File: src/rtl/l2_arb_pkg.sv
// l2_arb_pkg: shared types and constants for the L2 request arbiter
package l2_arb_pkg;
  typedef enum logic [1:0] {IDLE, BUSY, RESP} arb_state_t;
  typedef enum logic {ICACHE, DCACHE} arb_owner_t;
  localparam int L2_OFFSET_BITS = 5;
endpackage

File: src/rtl/rr_arbiter2.sv
// rr_arbiter2: two-way picker, one-hot grant {dcache, icache}, round-robin or dcache priority
module rr_arbiter2
  import l2_arb_pkg::*;
(
  input  logic       clk,
  input  logic       rst,
  input  logic       rr_en,
  input  logic       req_i,
  input  logic       req_d,
  input  logic       take,
  output logic [1:0] gnt
);
  arb_owner_t last_grant;
  always_comb gnt = (req_i && req_d) ? ((rr_en && last_grant == DCACHE) ? 2'b01 : 2'b10) : {req_d, req_i};
  always_ff @(posedge clk or posedge rst)
    if (rst) last_grant <= ICACHE;
    else if (take && (req_i || req_d)) last_grant <= gnt[1] ? DCACHE : ICACHE;
endmodule

File: src/rtl/l2_req_arbiter.sv
// l2_req_arbiter: serialises icache/dcache line requests onto the single L2 port
module l2_req_arbiter
  import l2_arb_pkg::*;
#(
  parameter int ADDR_W = 32,
  parameter int LINE_W = 128,
  parameter int MASK_W = LINE_W / 8,
  parameter int RR_EN  = 1
) (
  input  logic              clk,
  input  logic              rst,
  input  logic              i_read,
  input  logic [ADDR_W-1:0] i_addr,
  output logic [LINE_W-1:0] i_rdata,
  output logic              i_resp,
  input  logic              d_read,
  input  logic              d_write,
  input  logic [ADDR_W-1:0] d_addr,
  input  logic [LINE_W-1:0] d_wdata,
  output logic [LINE_W-1:0] d_rdata,
  output logic              d_resp,
  output logic              l2_read,
  output logic              l2_write,
  output logic [ADDR_W-1:0] l2_addr,
  input  logic              l2_resp,
  output logic              shift_bit,
  output logic [LINE_W-1:0] arb_wdata,
  output logic [MASK_W-1:0] arb_wmask,
  input  logic [LINE_W-1:0] arb_rdata
);
  arb_state_t        state;
  arb_owner_t        owner;
  logic              op_w;
  logic [ADDR_W-1:0] addr;
  logic [LINE_W-1:0] wdata;
  logic [LINE_W-1:0] rdata;
  logic [1:0]        gnt;

  rr_arbiter2 u_pick (
    .clk   (clk),
    .rst   (rst),
    .rr_en (RR_EN != 0),
    .req_i (i_read),
    .req_d (d_read || d_write),
    .take  (state == IDLE),
    .gnt   (gnt)
  );

  // d_write wins over d_read if both are (illegally) high
  always_ff @(posedge clk or posedge rst) begin
    if (rst) begin
      state  <= IDLE;
      owner  <= ICACHE;
      op_w   <= 1'b0;
      addr   <= '0;
      wdata  <= '0;
      rdata  <= '0;
      i_resp <= 1'b0;
      d_resp <= 1'b0;
    end else begin
      i_resp <= 1'b0;
      d_resp <= 1'b0;
      if (state == IDLE && gnt != 2'b00) begin
        owner <= gnt[1] ? DCACHE : ICACHE;
        op_w  <= gnt[1] && d_write;
        addr  <= gnt[1] ? d_addr : i_addr;
        wdata <= gnt[1] ? d_wdata : '0;
        state <= BUSY;
      end else if (state == BUSY && l2_resp) begin
        rdata  <= arb_rdata;
        i_resp <= owner == ICACHE;
        d_resp <= owner == DCACHE;
        state  <= RESP;
      end else if (state == RESP) begin
        state <= IDLE;
      end
    end
  end

  always_comb begin
    l2_read   = state == BUSY && !op_w;
    l2_write  = state == BUSY && op_w;
    l2_addr   = {addr[ADDR_W-1:L2_OFFSET_BITS], {L2_OFFSET_BITS{1'b0}}};
    shift_bit = addr[L2_OFFSET_BITS-1];
    arb_wdata = wdata;
    arb_wmask = {MASK_W{l2_write}};
    i_rdata   = rdata;
    d_rdata   = rdata;
  end
endmodule

File: config.mk
export PLATFORM = sky130hd
export DESIGN_NAME = l2_req_arbiter
export DESIGN_NICKNAME = d
export VERILOG_FILES = /design/src/rtl/l2_arb_pkg.sv /design/src/rtl/rr_arbiter2.sv /design/src/rtl/l2_req_arbiter.sv
export SDC_FILE = /design/constraint.sdc
export NUM_CORES = 1
export LEC_CHECK = 0
export CAP_MARGIN = 20
export CORE_AREA = 2 2 298 300
export DETAILED_ROUTE_END_ITERATION = 16
export DIE_AREA = 0 0 300 302
export GPL_ROUTABILITY_DRIVEN = 0
export PLACE_DENSITY_LB_ADDON = 0.08
export SLEW_MARGIN = 10
export SYNTH_ARGS = -nofsm -noshare
export SYNTH_HDL_FRONTEND = slang
export SYNTH_SLANG_ARGS = --single-unit
File: constraint.sdc
create_clock -name clk -period 14.6 [get_ports clk]
set_input_delay 2.19 -clock clk [delete_from_list [all_inputs] [get_ports clk]]
set_output_delay 2.19 -clock clk [all_outputs]
set_load 0.1 [all_outputs]
After elaboration in Yosys (flattened, before gate mapping)

Cells that the tools add are included.

Flip-flop bits (word level): 295
Word-level logic and storage cells: 39
Input port bits: 326

Mux-type cells: 12
Reductions and logical operators: 14
Eq/ne operators: 2
Bitwise gates (word level): 2

Operators by type and width:

| cell                                                 | count |
|---|---|
| two-way mux 128 bit                                  | 1 |
| two-way mux 32 bit                                   | 1 |
| two-way mux 2 bit                                    | 5 |
| logical AND 1 bit                                    | 7 |
| two-way mux 1 bit                                    | 5 |
| nonzero test 3 bit                                   | 1 |
| equality test 2 x 1 -> 1 bit (second input constant) | 1 |
| equality test 2 bit (second input constant)          | 1 |
| logical NOT 2 bit                                    | 1 |
| logical OR 1 bit                                     | 2 |
| inverter 1 bit                                       | 2 |
| AND reduction 2 bit                                  | 1 |
| nonzero test 2 bit                                   | 1 |
| logical NOT 1 bit                                    | 1 |

Depth between registers and ports, before layout

Depth after elaboration: 7
Gate-level depth with buffers: 6
Depth with buffers taken out: 3

Cells and area by module

From an unflattened synthesis, not the netlist that was laid out.

Cells, all modules: 828
Area, all modules: 12,060.3 µm²

Modules (own cells, without submodules):

| module         | sequential area each (µm²) | times used | area each (µm²) | cells each |
|---|---|---|---|---|
| l2_req_arbiter | 7,257.0                    | 1          | 11,984.0        | 817 |
| rr_arbiter2    | 25.0                       | 1          | 76.3            | 11 |

Least setup slack after synthesis

OpenSTA, ideal clock, no wires.

Path kind: register to output
Start: register state[0]
End: output l2_read
Arrival time: 2.669 ns
Buffers on the path: 1
Stages on the path, launching flop included: 3
Slack: 9.741 ns
Path through: dfrtp_1 buf_2 nor3b_1

Longest elaborated chain between the ends: 2

Ends and longest elaborated chain:

| what                         | line                 | source |
|---|---|---|
| start, declared              | l2_req_arbiter.sv:31 | `arb_state_t state;` |
| start signal, assigned       | l2_req_arbiter.sv:52 | `state <= IDLE;` |
| start signal, assigned       | l2_req_arbiter.sv:68 | `state <= BUSY;` |
| start signal, assigned       | l2_req_arbiter.sv:73 | `state <= RESP;` |
| equality test 2 x 1 -> 1 bit | l2_req_arbiter.sv:81 | `l2_read = state == BUSY && !op_w;` |
| logical AND 1 bit            | l2_req_arbiter.sv:81 |  |
| end, declared                | l2_req_arbiter.sv:22 | `output logic l2_read,` |

No other way between the ends.

Worst setup path after layout

Start: register state[0]
End: output arb_wmask[15]

Longest elaborated chain between the ends: 2

Ends and longest elaborated chain:

| what                         | line                 | source |
|---|---|---|
| equality test 2 x 1 -> 1 bit | l2_req_arbiter.sv:82 | `l2_write = state == BUSY && op_w;` |
| logical AND 1 bit            | l2_req_arbiter.sv:82 |  |
| end, declared                | l2_req_arbiter.sv:28 | `output logic [MASK_W-1:0] arb_wmask,` |

No other way between the ends.

==> flow_summary_export.csv <==
group,metric,value,unit
logic_synthesis,synth_xor_area_share,0,%
critical_path,required,12.41,ns
drt,drtIter0Drc,221,
logic_synthesis,syn-instance-count,818,
drt,routed_wl,50800,microns
logic_synthesis,synthTopCellsByArea,"dfrtp_1 (61%), mux2_2 (13%), a22o_1 (9.4%)",
logic_synthesis,synth_adder_area_share,0,%
floorplanning,core.rowCount,109,
sta,hold_violations,0,
drt,wl_per_cell,19.3,microns
finish,fillers,9301,
logic_synthesis,avgSynthCellArea,14.6,sq um
floorplanning,die_w,300,microns
clocking,post_cts_resized,0,
sta,fin_hold_ws,0.459,ns
clocking,cts_tree,"done",
finish,multi_input_area,3360,sq um
drt,vias,8957,
drt,antenna_left,0,
clocking,htree_levels,2,
global_routing,grt_pass1_wl,70300,microns
finish,fin_nets,1755,
clocking,clkSinkCount,291,
worst_hold_path,hold_path.class,"reg -> reg",
sta,setup_viol,0,
floorplanning,coreArea,87600,sq um
clocking,clock_latency,0.56,ns
run_status,status,"completed",
sta,final.min_clock_period,5.52,ns
critical_path,slowest_stage,"clkdlybuf4s50_1",
floorplanning,io_pins,763,
clocking,clockBufferDepth,3,
sta,slew_viol_final,0,
floorplanning,dieArea,90600,sq um
place,dpl_worst_slack,8.85,ns
floorplanning,start_util,13.7,%
sta,period_share,37.8,%
sta,slew_headroom,22.6,%
logic_synthesis,yosysUniqueCellTypes,21,
finish,layout_common_cells,"clkdlybuf4s50_1 (747), dfrtp_1 (291), mux2_2 (141), a22o_1 (129), mux2_1 (43)",
place,portBuffers,749,
critical_path,end_kind,"output port",
logic_synthesis,yosysTopAreaCell,"dfrtp_1",
logic_synthesis,netlist_area,12000,sq um
finish,fin_util,24.2,%
critical_path,startpoint_type,"register",
logic_synthesis,yosys.area_share.simple,0.492,%
sta,rsz0062_at_grt,"false",
drt,vias_per_cell,3.41,
logic_synthesis,synth_compound_area_share,9.81,%
logic_synthesis,muxShareOfSynthArea,17.3,%
finish,final_common_cell,"clkdlybuf4s50_1",
drt,drc_errors,0,
clocking,clk_pin_slew,0.05,ns
sta,finalSetupTns,0,ns
global_routing,globalRouteTotalUtil,10.7,%
global_routing,antenna_found_initial,8,
global_routing,grt_start_max_net_pins,96,
critical_path,crit_path_max_incr_delay,1.30,ns
floorplanning,dieHeight,302,microns
clocking,post_cts_buffers,0,
clocking,ctsHoldBuffers,0,
global_routing,grt_pass1_vias,9379,
logic_synthesis,yosysSeqAreaShare,60.9,%
logic_synthesis,ys_ff_latch,291,
critical_path,crit_chain,"and3b_1 > clkdlybuf4s50_1",
sta,fin_skew,0.0149,ns
place,hpwl,37600,microns
drt,first_pass_iters,4,
sta,postLayoutSetupSlackWorst,9.08,ns
logic_synthesis,yosysWarnings,0,
clocking,cts_buffers,42,
critical_path,crit_arrival,3.33,ns
logic_synthesis,synth_top_family_by_area,"multiplexers",
finish,area_growth,76.8,%
clocking,cts_root_buf,"clkbuf_16",
sta,fmax,181,MHz
logic_synthesis,synth_top_area_share,60.9,%
job,cap_violations,0,
finish,drive_gt1_share,15.5,%
critical_path,worst-path-max-fanout,17,
finish,ff_latch_area,7280,sq um
sta,worst_pin_slew,1.16,ns
critical_path,crit_type,"reg -> out",
global_routing,grt_overflow_total,0,
routing by layer:
layer / vias to the layer above / share of wire [%] / GRT usage [%] / wire (microns)
met5: - / 0.13 / 0 / 68
met2: 418 / 54 / 20.2 / 27500
met4: 10 / 2.0 / 2.74 / 1030
met3: 73 / 9.3 / 4.57 / 4750
met1: 4445 / 34 / 10.7 / 17500
li1: 4011 / - / - / -
per-stage QoR:
stage	instance area (sq um)	instances
after floorplan	12000	822
final	21200	2628
after global placement	19700	2548
after detailed placement	19700	2549
after CTS	21100	2626
after global routing	21100	2627
synthesized netlist by cell type:
master and n:
clkbuf_1 7, mux2_2 141, nand3b_1 1, dfrtp_1 291
nor3_2 1, and4b_1 1, nand2_1 2, a21o_1 2
buf_2 39, o21a_1 1, buf_4 150, buf_6 2
mux2_1 43, conb_1 1, and3b_1 1, o31ai_2 1
inv_1 1, nor3b_1 1, nor2_1 2, o2bb2ai_1 1
a22o_1 129
layout make-up:
| type | instances | share of cell area, % |
|---|---|---|
| clock buffer | 63 | 5.91 |
| multi-input combinational | 332 | 15.9 |
| sequential | 291 | 34.4 |
| inverter | 1 | 0.0532 |
| antenna | 1 | 0.0118 |
| clock inverter | 14 | 0.893 |
| tap | 1165 | 6.89 |
| timing repair buffer | 761 | 35.9 |
sequential cells by signal (all words and copies together) (netlist names):
signal,count
addr,28
arb_wdata,128
d_rdata,128
d_resp,1
i_resp,1
op_w,1
owner,1
state,2
u_pick.last_grant,1
worst max-delay path: cells and delay by family (launching register included):
family        cells  cell delay, ns
flops             1            0.50
buf+inv           1            1.30
simple gates      1            0.94
path summary, 6_finish.rpt:
check / start / slack (ns) / end / depth (start not counted)
setup / recovery: state[0] / 9.08 / arb_wmask[15] / 2
setup reg to reg: u_pick.last_grant / 11.37 / arb_wdata[18] / 5
hold / removal: owner / 0.46 / i_resp / 1
min in group asynchronous: rst / 2.16 / d_rdata[115] / 2
max in group asynchronous: rst / 10.39 / arb_wdata[78] / 5
hold reg to reg: owner / 0.46 / i_resp / 1
cell families after synthesis:
| family | Yosys count |
|---|---|
| compound gates | 134 |
| buf+inv | 199 |
| simple gates | 9 |
| mux | 184 |
| flops | 291 |
| other cells | 1 |
Power is left out: the tool's default activity adds up to more than one toggle a clock period on the data nets, which glitch-free logic cannot reach.
